### config.mk
export PLATFORM = sky130hd
export DESIGN_NAME = mem_wb_stage
export DESIGN_NICKNAME = d
export VERILOG_FILES = /design/src/rtl/mem_wb_stage.sv
export SDC_FILE = /design/constraint.sdc
export NUM_CORES = 1
export LEC_CHECK = 0
export BUFFER_PORTS_ARGS = -buffer_cell sky130_fd_sc_hd__buf_2
export CORE_MARGIN = 1
export CORE_UTILIZATION = 30
export CTS_CLUSTER_SIZE = 16
export DETAILED_ROUTE_END_ITERATION = 12
export GPL_ROUTABILITY_DRIVEN = 0
export SLEW_MARGIN = 20
export SYNTH_ARGS = -nofsm -noshare
export SYNTH_HDL_FRONTEND = slang
export SYNTH_SLANG_ARGS = --single-unit
### constraint.sdc
create_clock -name clk -period 4.05 [get_ports clk]
set_input_delay 0.2025 -clock clk [delete_from_list [all_inputs] [get_ports clk]]
set_output_delay 0.2025 -clock clk [all_outputs]
set_load 0.02 [all_outputs]
### src/rtl/mem_wb_stage.sv
// MEM/WB stage: waits on a variable-latency data memory for loads, extracts and extends
// load data, and registers one register-file write per retired instruction.
module mem_wb_stage #(
  parameter int unsigned MEM_TIMEOUT = 16,
  parameter bit          BIG_ENDIAN  = 1'b0
) (
  input  logic        clk,
  input  logic        rst_n,
  input  logic        ex_valid,
  input  logic [31:0] ex_alu,
  input  logic [4:0]  ex_rd,
  input  logic        ex_regwr,
  input  logic [2:0]  ex_load,
  input  logic        ex_link,
  input  logic [31:0] ex_pc8,
  input  logic        flush,
  input  logic [31:0] mem_rdata,
  input  logic        mem_ready,
  output logic        stall,
  output logic [4:0]  reg_write,
  output logic [31:0] wdata,
  output logic        write,
  output logic        mem_err,
  output logic        misalign,
  output logic [31:0] retired
);

  localparam int unsigned CNT_W = $clog2(MEM_TIMEOUT + 1);

  localparam logic [2:0] LD_W  = 3'd1;
  localparam logic [2:0] LD_H  = 3'd2;
  localparam logic [2:0] LD_HU = 3'd3;
  localparam logic [2:0] LD_B  = 3'd4;
  localparam logic [2:0] LD_BU = 3'd5;

  typedef enum logic {RUN, WAIT_MEM} state_t;

  state_t             state, state_n;
  logic [CNT_W-1:0]   cnt, cnt_n;
  logic               capture, retire_only, err_n;
  logic               is_load, is_misaligned;
  logic [1:0]         byte_idx;
  logic               half_idx;
  logic [7:0]         ld_byte;
  logic [15:0]        ld_half;
  logic [31:0]        ld_data, sel_data;

  assign is_load       = (ex_load >= LD_W) && (ex_load <= LD_BU);
  assign is_misaligned = ((ex_load == LD_W) && (ex_alu[1:0] != 2'b00)) ||
                         (((ex_load == LD_H) || (ex_load == LD_HU)) && ex_alu[0]);

  // Byte/half lane selection follows the memory's byte ordering
  always_comb begin
    byte_idx = BIG_ENDIAN ? 2'(2'd3 - ex_alu[1:0]) : ex_alu[1:0];
    half_idx = ex_alu[1] ^ BIG_ENDIAN;
    ld_byte  = mem_rdata[{byte_idx, 3'b000} +: 8];
    ld_half  = mem_rdata[{half_idx, 4'b0000} +: 16];
    case (ex_load)
      LD_W:    ld_data = mem_rdata;
      LD_H:    ld_data = {{16{ld_half[15]}}, ld_half};
      LD_HU:   ld_data = {16'h0000, ld_half};
      LD_B:    ld_data = {{24{ld_byte[7]}}, ld_byte};
      LD_BU:   ld_data = {24'h000000, ld_byte};
      default: ld_data = ex_alu;
    endcase
    if (ex_link)      sel_data = ex_pc8;
    else if (is_load) sel_data = ld_data;
    else              sel_data = ex_alu;
  end

  // Next-state, stall and retirement decisions
  always_comb begin
    state_n     = state;
    cnt_n       = cnt;
    stall       = 1'b0;
    capture     = 1'b0;
    retire_only = 1'b0;
    err_n       = 1'b0;
    case (state)
      RUN: begin
        if (ex_valid && !flush) begin
          if (is_load && is_misaligned) begin
            retire_only = 1'b1;
          end else if (is_load && !mem_ready) begin
            stall   = 1'b1;
            state_n = WAIT_MEM;
            cnt_n   = CNT_W'(1);
          end else begin
            capture = 1'b1;
          end
        end
      end
      WAIT_MEM: begin
        if (flush) begin
          state_n = RUN;
          cnt_n   = '0;
        end else if (mem_ready) begin
          capture = 1'b1;
          state_n = RUN;
          cnt_n   = '0;
        end else if (cnt >= CNT_W'(MEM_TIMEOUT)) begin
          err_n   = 1'b1;
          state_n = RUN;
          cnt_n   = '0;
        end else begin
          stall = 1'b1;
          cnt_n = CNT_W'(cnt + CNT_W'(1));
        end
      end
      default: begin
        state_n = RUN;
        cnt_n   = '0;
      end
    endcase
  end

  always_ff @(posedge clk or negedge rst_n) begin
    if (!rst_n) begin
      state <= RUN;
      cnt   <= '0;
    end else begin
      state <= state_n;
      cnt   <= cnt_n;
    end
  end

  // Writeback port and status pulses
  always_ff @(posedge clk or negedge rst_n) begin
    if (!rst_n) begin
      reg_write <= '0;
      wdata     <= '0;
      write     <= 1'b0;
      mem_err   <= 1'b0;
      misalign  <= 1'b0;
      retired   <= '0;
    end else begin
      write    <= capture && ex_regwr && (ex_rd != 5'd0);
      mem_err  <= err_n;
      misalign <= retire_only;
      if (capture) begin
        reg_write <= ex_rd;
        wdata     <= sel_data;
      end
      if (capture || retire_only) retired <= retired + 32'd1;
    end
  end

endmodule

==> key figures, run 1 <==
Timing
  • Worst Max-Slew Pin Slew: about 1100 ps
  • Post-route minimum period: about 2400 ps
  • RSZ-0062 raised after global routing: false
  • Fin. Hold Viols: 0
  • Final setup violation count: 0
  • Final period utilization: 0.591
  • Fmax achieved: 0.418 GHz
  • Worst Slack Setup Final: approximately 1700 ps
  • Slew Limit Fails: 0
  • Skew final: about 8.6 ps
  • Rel. slew slack: 0.284
  • Setup tns final: 0 ps

Worst setup path
  • CP max stage cell: o2111a_1
  • Crit path required time: approximately 4300 ps
  • WP buf/inv: 2
  • Startpoint types: primary input
  • Crit. End Element: flop
  • CP max stage delay: about 800 ps
  • Path type of the worst setup path: primary input to flop
  • CP Max Fanout: 34
  • Family with the most delay on the worst path: compound AO/OA/AOI/OAI gates
  • Worst EP arrival: 2650 ps
  • Crit path cell chain: buf_2 -> or3_1 -> nand2_1 -> o2111a_1 -> buf_4 -> nor2_1 -> a21oi_1

Placed design
  • Pre-CTS setup slack: 1330 ps
  • Placed cell count: about 850
  • Port bufs: 183
  • Placed inst area: 5640 um2
  • Post-DP HPWL: roughly 12 mm

Die
  • Die area: approximately 16000 um2
  • Horiz. Die Dim: between 100 and 150 um
  • Number of core rows: 44
  • Starting density of the core: 0.313
  • Ports: roughly 180
  • Die height: around 130 um
  • Core ar.: 14800 um2

GRT
  • Overflow after GRT: 0
  • Global-route wire length before repair: 23.8 mm
  • Met3 usage: 0.0463
  • Grt peak-use layer: met2
  • Pin count of the biggest net entering global routing: 79
  • Vias in the first global route: around 4300
  • Initial antenna violation count: 2
  • Overall Global Routing Usage: 0.196
  • Met2 layer usage reported by global route: 0.313
  • GR met1 Demand/Resource: 0.247

Finish
  • Multi-input gate area: between 2000 and 2500 um2
  • Final Instance Count excl. Fillers: ~870
  • Commonest non-fill, non-tap cell in the layout: buf_2
  • Layout cell share with drive strength beyond 1: 0.313
  • Final nets: a little under 800
  • Fillcell total: between 1500 and 2000
  • Design Area, Final: between 6000 and 7000 um2
  • Commonest cells after routing, fill and taps aside: buf_2 (182), dfrtp_1 (78), nand2_1 (62)
  • Sequential cell area: approximately 2000 um2
  • Synthesis-to-finish area growth: 30.1%

Detailed routing
  • Via-per-instance ratio: around 5.3
  • Antenna-violating nets left: 0
  • 1st-pass router iterations: 5
  • Drt wl/cell: 17.9 um
  • Final wirelength: between 15 and 20 mm
  • Via count: roughly 4600
  • Iter 0 DRT Violations: between 150 and 200
  • Drc violations: 0

Clocking
  • CTS Buf Count: 9
  • Root buffer cell: clkbuf_16
  • Clock buffer depth: 2
  • Postcts setup bufs: 0
  • Clk sink count: 78
  • Htree depth: 3
  • Latest clock arrival within the worst-skew pair: 350 ps
  • CTS tree: built
  • Clk slew on worst S/H paths: 60 ps

Yosys
  • Cell variety after synth: 58
  • EDFF count, synth: 0
  • Sequential area share after synthesis: 0.423
  • Post-synthesis async set-or-reset flop share: 1.00
  • Synth Warn #: 0
  • Post-Syn Nets: 628
  • Synth Register Bits: 78
  • Post-synthesis average cell area: 8.97 um2
  • Synthesized area: approximately 4600 um2
  • Post-Syn Instances: 514
  • Commonest register cell after synthesis: dfrtp_1

Run status
  • Status: completed

Min path
  • Hold Path Class: primary input to flop

Job
  • Max_cap viols: 0

Power
  • Worst VDD drop: slightly above 0.2 mV
  • Pleak: 0.00302 uW
  • PD cells: 434 nW/um2
[timing repair]
item / in CTS / in global routing
endpoints found under the hold margin: 0 / 78
setup endpoints to repair: 0 / 0
hold buffers: 0 / 1
gates resized for setup: 0 / 0
[power breakdown]
| part | internal (uW) | total [uW] | switching (uW) |
|---|---|---|---|
| Combinational | 248 | 669 | 420 |
| Sequential | 900 | 990 | 90.2 |
| Clock | 599 | 943 | 344 |
| Total | 1750 | 2600 | 854 |
[tightest hold or removal path, stage by stage]
cell,delay [ps]
buf_2,80
nand2_1,40
nand2_1,50
[routing by layer]
layer | up-vias | part of all wire
met3 | 33 | 0.072
met2 | 201 | 0.46
met5 | - | 0.00084
met1 | 2182 | 0.44
met4 | 2 | 0.030
li1 | 2161 | -
[through the flow]
step	power [uW]	utilization	hold WS, ps
after global routing	2740	0.407	67.3
after detailed placement	1680	0.383	416
after floorplan	1390	-	-93.1
after CTS	2630	0.405	49.5
final	2600	0.407	62.2
after global placement	1660	0.383	412
[cells in the mapped netlist, types with 3 or more instances]
cell / n / area, um2
a21oi_1: 39 / 195
o211a_1: 16 / 160
o211ai_1: 10 / 75.1
clkbuf_1: 21 / 78.8
nand2_1: 62 / 233
nor2b_1: 4 / 25.0
ha_1: 3 / 37.5
and4_1: 4 / 35.0
nand3_1: 11 / 55.1
nand2b_1: 12 / 75.1
or3_1: 13 / 81.3
buf_2: 10 / 50.1
and2_1: 3 / 18.8
o21ai_0: 40 / 200
inv_1: 12 / 45.0
xor2_1: 18 / 158
nor3_1: 13 / 65.1
a221o_1: 4 / 40.0
a221oi_1: 3 / 26.3
nor2_1: 42 / 158
buf_1: 3 / 11.3
nand4_1: 7 / 43.8
mux2i_1: 26 / 260
a311oi_1: 8 / 70.1
dfrtp_1: 78 / 1950
xnor2_1: 14 / 123
[final cells by class]
type / count / area share
tap: 184 / 0.0384
multi-input combinational: 389 / 0.415
clock inverter: 7 / 0.0188
clock buffer: 9 / 0.0375
sequential: 78 / 0.325
timing repair buffer: 185 / 0.157
inverter: 13 / 0.00813
antenna: 1 / 0.000417
[path summary, 6_finish.rpt]
kind / startpoint / end / slack, ps / cells past startpoint
worst max-delay path: ex_load[0] / wdata[14]$_DFFE_PN0P_ / 1660 / 7
worst min-delay path: ex_rd[1] / reg_write[1]$_DFFE_PN0P_ / 60 / 3
worst max register to register: state$_DFF_PN0_ / wdata[14]$_DFFE_PN0P_ / 1840 / 5
worst min register to register: retired[31]$_DFFE_PN0P_ / retired[31]$_DFFE_PN0P_ / 460 / 1
max in group asynchronous: rst_n / retired[14]$_DFFE_PN0P_ / 3080 / 2
min in group asynchronous: rst_n / wdata[7]$_DFFE_PN0P_ / 470 / 2
[registers in the layout (all words and copies together), names as in the netlist]
signal,flops
cnt,5
wdata,32
retired,32
reg_write,5
write,1
state,1
mem_err,1
misalign,1
[cells by family (layout without fill, tap and decap cells)]
logic type                 count (synthesis)  count (layout)  share of synthesized area
other                                      0               1                          0
and+or+nand+nor                          188             188                      0.204
DFF                                       78              78                      0.423
xor gates and xnor gates                  32              32                     0.0608
AOI/OAI and AO/OA                        138             138                      0.201
muxes                                     28              28                     0.0613
buffers and inverters                     47             214                     0.0410
adders and majority gates                  3               3                    0.00814
Power figures use the tool's default switching activity.
==> run 2, diff against run 1 <==
==> constraint.sdc (replaced) <==
create_clock -name clk -period 2.5 [get_ports clk]
set_input_delay 0.125 -clock clk [delete_from_list [all_inputs] [get_ports clk]]
set_output_delay 0.125 -clock clk [all_outputs]
set_load 0.02 [all_outputs]
==> run 2 against run 1 <==
Against the previous run: non-clock buffer count rose by 14; critical path depth fell by 2; routed wire length rose by 0.15%; utilization rose by 0.69 points; largest cell class unchanged; worst setup slack got worse by 1200 ps; clock power rose by 45%; via count rose by 0.37%; clock skew fell by 2.1 ps; worst hold slack got worse by 43 ps; first-iteration DRC count rose by 53%; die area did not move; final area rose by 1.7%.
==> key figures, run 2 (synthesized netlist as in run 1, its figures left out) <==
Run status
  • Status: completed

Die
  • Horiz. Die Dim: 126 um (unchanged)
  • Starting density of the core: 0.313 (unchanged)
  • Number of core rows: 44 (unchanged)
  • Die area: 15900 um2 (unchanged)
  • Die height: 126 um (unchanged)
  • Core ar.: 14800 um2 (unchanged)
  • Ports: 184 (unchanged)

Finish
  • Layout cell share with drive strength beyond 1: 0.317 (+0.00377)
  • Commonest cells after routing, fill and taps aside: buf_2 (182), dfrtp_1 (78), nand2_1 (62)
  • Multi-input gate area: 2490 um2 (-0.10%)
  • Synthesis-to-finish area growth: 32.3%
  • Final Util: 0.414 (+0.00687)
  • Fillcell total: 1484 (-2.1%)
  • Final nets: 804 (+1.8%)
  • Commonest non-fill, non-tap cell in the layout: buf_2
  • Top Registers: retired x32, wdata x32
  • Sequential cell area: 1950 um2 (unchanged)

Detailed routing
  • Via-per-instance ratio: 5.22 (-1.2%)
  • 1st-pass router iterations: 4 (-1)
  • Drc violations: 0 (unchanged)
  • Final wirelength: 15.5 mm (+0.15%)
  • Via count: 4596 (+0.37%)
  • Drt wl/cell: 17.7 um (-1.4%)
  • Antenna-violating nets left: 0 (unchanged)
  • Iter 0 DRT Violations: 280 (+53%)

Placed design
  • Post-DP HPWL: 11.9 mm (+1.8%)
  • Port bufs: 183 (unchanged)
  • Pre-CTS setup slack: 382 ps (-948 ps)

Worst setup path
  • Path type of the worst setup path: flop to flop
  • Origin of the critical flop-to-flop path: retired[11]$_DFFE_PN0P_
  • Worst EP arrival: 2330 ps (-320 ps)
  • R2r endpoint: retired[29]$_DFFE_PN0P_
  • Startpoint types: flop
  • FF-to-FF setup slack: 430 ps (-1410 ps)
  • CP Max Fanout: 7 (-79%)
  • Reg2Reg Depth: 5 (unchanged)
  • Crit. End Element: flop
  • Crit path required time: 2760 ps (-1550 ps)

Clocking
  • CTS tree: built
  • Clk sink count: 78 (unchanged)
  • Clk slew on worst S/H paths: 60 ps (about the same)
  • CTS Buf Count: 9 (unchanged)
  • Clock buffer depth: 2 (unchanged)
  • Root buffer cell: clkbuf_16
  • Htree depth: 3 (unchanged)
  • Latest clock arrival within the worst-skew pair: 340 ps (about the same)

GRT
  • Vias in the first global route: 4510 (+5.1%)
  • Global-route wire length before repair: 24.0 mm (+1.0%)
  • Overall Global Routing Usage: 0.198 (+0.00202)
  • Initial antenna violation count: 2 (unchanged)
  • Overflow after GRT: 0 (unchanged)
  • Pin count of the biggest net entering global routing: 79 (unchanged)

Min path
  • Worst hold path endpoint: write$_DFF_PN0_
  • Hold path start: ex_regwr
  • Hold Path Depth: 3 (unchanged)
  • Hold Path Class: primary input to flop

Timing
  • Slew Limit Fails: 0 (unchanged)
  • Final setup violation count: 0 (unchanged)
  • Skew final: 6.44 ps (-2.12 ps)
  • RSZ-0062 raised after global routing: false
  • Worst Slack Setup Final: 427 ps (-1230 ps)
  • Final period utilization: 0.829
  • Rel. slew slack: 0.450 (+0.166)
  • Fmax achieved: 0.482 GHz
  • Worst Max-Slew Pin Slew: 824 ps (-250 ps)
  • Post-route minimum period: roughly 2100 ps
  • Setup tns final: 0 ps (unchanged)
  • Fin. Hold Viols: 0 (unchanged)

Power
  • Worst VDD drop: 0.291 mV (+43%)
  • Seq pwr share: 0.394 (+0.013)
  • Logic gate share of total power: 0.270 (+0.013)
  • Pleak: 0.00308 uW (+1.7%)
  • P_int: 2710 uW (+55%)
  • Part of the power in the clock network: 0.336 (-0.026)
  • Switching Share: 0.335 (+0.00692)
  • Psw: 1360 uW (+60%)
  • PD cells: 667 nW/um2 (+54%)

Job
  • Max_cap viols: 0 (unchanged)
-- run 2: cell types whose count changed in the layout (fill, tap and decap cells not counted), moves of 2 or more --
| cell | previous run | this run |
|---|---|---|
| buf_4 | 1 | 8 |
| dlygate4sd3_1 | 1 | 7 |
| bufinv_16 | 3 | 1 |
| clkbuf_8 | 0 | 2 |
-- run 2: through the flow --
step	cells	hold slack, ps	total power [uW]	area [um2]
floorplan	514	-171	2250	4610
global placement	856	329	2700	5720
detailed placement	856	336	2730	5720
CTS	879	5.22	4120	6100
global route	880	25.3	4310	6100
finish	880	19.3	4070	6100
-- run 2: metal layers --
layer  share of wire  vias to the layer above  GRT usage  routed length [um]
met5         0.00084                        -          0                  13
met4           0.028                        2     0.0928                 429
met3           0.071                       25     0.0527                1100
met2            0.48                      183      0.329                7440
met1            0.42                     2192      0.238                6570
li1                -                     2194          -                   -
-- run 2: power by group through the flow --
stage | logic [uW] | clock network (uW) | registers (uW)
after detailed placement | 1100 | 0 | 1630
after floorplan | 412 | 0 | 1840
after CTS | 1110 | 1410 | 1610
after global placement | 1090 | 0 | 1610
after global routing | 1190 | 1480 | 1630
final | 1100 | 1370 | 1600
-- run 2: worst max path at each step --
| stage | start | end | slack, ps | depth (start not counted) |
|---|---|---|---|---|
| finish | retired[11]$_DFFE_PN0P_ | retired[29]$_DFFE_PN0P_ | 430 | 5 |
| global route | state$_DFF_PN0_ | retired[25]$_DFFE_PN0P_ | 190 | 5 |
| CTS | retired[11]$_DFFE_PN0P_ | retired[31]$_DFFE_PN0P_ | 430 | 5 |
| detailed placement | ex_load[2] | wdata[9]$_DFFE_PN0P_ | 380 | 6 |
| global placement | ex_load[2] | wdata[9]$_DFFE_PN0P_ | 420 | 6 |
| floorplan | retired[11]$_DFFE_PN0P_ | retired[31]$_DFFE_PN0P_ | 410 | 6 |
-- run 2: worst max-delay path, cell delays in order, from the launching register on --
cell	delay, ps
dfrtp_1	420
and4_4	270
nand4_4	140
or4_1	670
nor3_1	300
xor2_1	180
-- run 2: timing repair --
item	in CTS	in global routing
hold buffers	7	0
endpoints found under the hold margin	25	0
buffers inserted	0	0
resized for setup	0	0
-- run 2: cell type report --
class | instances | share of cell area
Timing Repair Buffer | 199 | 0.176
Clock buffer | 11 | 0.0414
Tap cell | 184 | 0.0377
Inverter | 13 | 0.00800
Antenna cell | 1 | 0.000410
Multi-Input combinational cell | 389 | 0.408
Clock inverter | 5 | 0.00923
Sequential cell | 78 | 0.320
==> run 3, diff against run 2 <==
--- a/config.mk
+++ b/config.mk
@@ -5,6 +5,7 @@
 export SDC_FILE = /design/constraint.sdc
 export NUM_CORES = 1
 export LEC_CHECK = 0
+export ABC_AREA = 1
 export BUFFER_PORTS_ARGS = -buffer_cell sky130_fd_sc_hd__buf_2
 export CORE_MARGIN = 1
 export CORE_UTILIZATION = 30
==> constraint.sdc (replaced) <==
create_clock -name clk -period 1.81 [get_ports clk]
set_input_delay 0.0905 -clock clk [delete_from_list [all_inputs] [get_ports clk]]
set_output_delay 0.0905 -clock clk [all_outputs]
set_load 0.02 [all_outputs]
==> run 3 against run 2 <==
Against the previous run: flip-flop and latch count stayed put; clock-buffer cell count fell by 2; worst hold slack better by 17 ps; clock skew up 0.57 ps; worst setup slack worse by 230 ps; synthesized cell count is 68% higher; routed wire length up 22%; non-clock buffer count increased by 17; critical endpoint is now retired[4]$_DFFE_PN0P_; critical path depth is 1 higher; clock power rose by 52%.
==> key figures, run 3 <==
Run status
  • Status: completed

GRT
  • Vias in the first global route: 5971 (+32%)
  • Overflow after GRT: 0 (unchanged)
  • Initial antenna violation count: 0 (-2)
  • Pin count of the biggest net entering global routing: 56 (-29%)
  • Overall Global Routing Usage: 0.211 (+0.0127)
  • Global-route wire length before repair: 29.9 mm (+24%)

Power
  • Logic gate share of total power: 0.316 (+0.046)
  • Part of the power in the clock network: 0.316 (-0.020)
  • Seq pwr share: 0.368 (-0.026)
  • Pleak: 0.00387 uW (+26%)
  • Worst VDD drop: 0.622 mV (+110%)
  • PD cells: 936 nW/um2 (+40%)
  • Psw: 2430 uW (+78%)
  • P_int: 4170 uW (+54%)
  • Switching Share: 0.368 (+0.0329)

Detailed routing
  • 1st-pass router iterations: 5 (+1)
  • Final wirelength: 18.9 mm (+22%)
  • Via-per-instance ratio: 4.87 (-6.7%)
  • Via count: 6252 (+36%)
  • Drc violations: 0 (unchanged)
  • Antenna-violating nets left: 0 (unchanged)
  • Drt wl/cell: 14.7 um (-17%)
  • Iter 0 DRT Violations: 341 (+22%)

Timing
  • Rel. slew slack: 0.603 (+0.153)
  • RSZ-0062 raised after global routing: false
  • Worst Max-Slew Pin Slew: 595 ps (-229 ps)
  • Fmax achieved: 0.618 GHz (+28%)
  • Setup tns final: 0 ps (unchanged)
  • Post-route minimum period: 1620 ps (-455 ps)
  • Skew final: 7.01 ps (+0.572 ps)
  • Slew Limit Fails: 0 (unchanged)
  • Fin. Hold Viols: 0 (unchanged)
  • Final period utilization: 0.894 (+0.0645)
  • Final setup violation count: 0 (unchanged)

Yosys
  • Synthesized area: 5400 um2 (+17%)
  • Commonest register cell after synthesis: dfrtp_1
  • Yosys top cell area share: 0.362 (-0.0618)
  • Post-Syn Instances: 862 (+68%)
  • Sequential area share after synthesis: 0.362 (-0.0618)
  • Post-synthesis average cell area: 6.26 um2 (-30%)
  • Post-Syn Nets: 976 (+55%)
  • Post-synthesis async set-or-reset flop share: 1.00 (unchanged)
  • EDFF count, synth: 0 (unchanged)
  • Largest area contributor in the netlist: dfrtp_1
  • Cell variety after synth: 29 (-50%)
  • Most frequent cell after synthesis: nand2_1
  • Synth area leaders: dfrtp_1 (36%), nand2_1 (28%), nor2_1 (7.6%)
  • Synth Warn #: 0 (unchanged)
  • Synth Register Bits: 78 (unchanged)
  • Synth top cells by count: nand2_1 (408), nor2_1 (109), dfrtp_1 (78), nand3_1 (55), a21oi_1 (47)

Finish
  • ANT cells: 0 (-1)
  • Commonest non-fill, non-tap cell in the layout: nand2_1
  • Design Area, Final: 7040 um2 (+15%)
  • Layout cell share with drive strength beyond 1: 0.223 (-0.0935)
  • Top Registers: retired x32, wdata x32
  • Final nets: 1168 (+45%)
  • Synthesis-to-finish area growth: 30.5%
  • Fillcell total: 1900 (+28%)
  • Commonest cells after routing, fill and taps aside: nand2_1 (408), buf_2 (182), nor2_1 (108)

Placed design
  • Post-DP HPWL: 14.4 mm (+21%)
  • Port bufs: 183 (unchanged)
  • Placed inst area: 6610 um2 (+16%)

Min path
  • Hold Path Class: primary input to flop
  • Hold Path Depth: 5 (+2)
  • Hold path start: ex_pc8[10]

Die
  • Ports: 184 (unchanged)
  • Die height: 136 um (+8.1%)
  • Core ar.: 17400 um2 (+18%)
  • Die area: 18500 um2 (+17%)
  • Starting density of the core: 0.310 (-0.00251)
  • Horiz. Die Dim: 136 um (+8.1%)
  • Number of core rows: 48 (+9.1%)

Worst setup path
  • Crit. path cell count: 6 (+1)
  • CP max stage cell: dfrtp_1
  • Family with the most delay on the worst path: simple AND/OR/NAND/NOR gates
  • Crit path required time: 2070 ps (-690 ps)
  • Path type of the worst setup path: flop to flop
  • Origin of the critical flop-to-flop path: state$_DFF_PN0_
  • Critical path origin: state$_DFF_PN0_
  • Reg2Reg Depth: 6 (+1)
  • CP max stage delay: 440 ps (-230 ps)
  • CP Max Fanout: 28 (+21)
  • WP buf/inv: 1 (+1)
  • Crit. End Element: flop
  • Crit path cell chain: nor2_1 -> nand3_1 -> nand3_4 -> buf_4 -> nand2_1 -> o21ai_1
  • Startpoint types: flop
  • Worst EP arrival: 1880 ps (-450 ps)

Clocking
  • Htree depth: 3 (unchanged)
  • Clock buffer depth: 2 (unchanged)
  • CTS Buf Count: 9 (unchanged)
  • Latest clock arrival within the worst-skew pair: 340 ps (about the same)
  • Clk slew on worst S/H paths: 70 ps (about the same)
  • CTS tree: built
  • Root buffer cell: clkbuf_16
  • Clk sink count: 78 (unchanged)

Job
  • Max_cap viols: 0 (unchanged)
run 3: cell count changes after synthesis, moves of 12 or more:
cell,delta
inv_1,+31
nor2_1,+67
nand2b_1,-12
o21ai_0,-35
nand3_1,+44
nand2_1,+346
mux2i_1,-26
or3_1,-13
o211a_1,-16
xnor2_1,-14
run 3: area by class of cell:
| type | instances | area (um2) | share of cell area |
|---|---|---|---|
| clock inverter | 6 | 111 | 0.0158 |
| multi-input combinational | 702 | 3070 | 0.435 |
| timing repair buffer | 216 | 1230 | 0.174 |
| inverter | 47 | 181 | 0.0258 |
| sequential | 78 | 1950 | 0.277 |
| clock buffer | 9 | 225 | 0.0320 |
| tap | 225 | 282 | 0.0400 |
run 3: tightest hold or removal path, cell delays in order:
cell	delay [ps]
buf_2	70
nand2_1	40
nand2_1	50
nand2_1	40
nand2_1	50
run 3: power by group through the flow:
stage	Combinational, uW	Sequential [uW]	Clock [uW]
floorplan	836	2800	0
global placement	2060	2440	0
detailed placement	2080	2450	0
CTS	2090	2420	2150
global route	2320	2470	2220
finish	2080	2430	2080
run 3: final timing paths:
check / endpoint / slack, ps
max: retired[4]$_DFFE_PN0P_ / 190
max reg2reg: retired[4]$_DFFE_PN0P_ / 190
min reg2reg: reg_write[3]$_DFFE_PN0P_ / 470
max in group asynchronous: retired[19]$_DFFE_PN0P_ / 920
min: wdata[10]$_DFFE_PN0P_ / 40
min in group asynchronous: retired[6]$_DFFE_PN0P_ / 300
run 3: cells by family (layout without fill, tap and decap cells):
family | after synthesis | after routing | share of synthesized area
fa+ha+maj | 3 | 3 | 0.00695
flops | 78 | 78 | 0.362
buf+inv | 82 | 278 | 0.0714
compound gates | 69 | 69 | 0.0656
simple gates | 614 | 614 | 0.469
xor+xnor | 16 | 16 | 0.0260
run 3: repair_timing:
action	4_1_cts	5_1_grt
setup endpoints to repair	0	4
setup buffers	0	0
hold endpoints to repair	47	0
gates resized for setup	0	2
hold buffers	9	0
run 3: metal layers:
metal | vias to the layer above | wire [um] | track usage
met5 | - | 0 | 0
met4 | 0 | 569 | 0.0895
met3 | 47 | 1580 | 0.0544
met2 | 276 | 8710 | 0.346
met1 | 2838 | 8070 | 0.259
li1 | 3091 | - | -
run 3: per-stage QoR:
step                setup slack, ps  hold slack [ps]   util  instances  total power, uW
floorplan                      96.1             -205      -        862             3640
global placement                167              139  0.380       1259             4500
detailed placement              141              137  0.380       1259             4520
CTS                             119             21.3  0.404       1283             6660
global route                   12.5             44.0  0.404       1283             7010
finish                          192             36.0  0.404       1283             6590
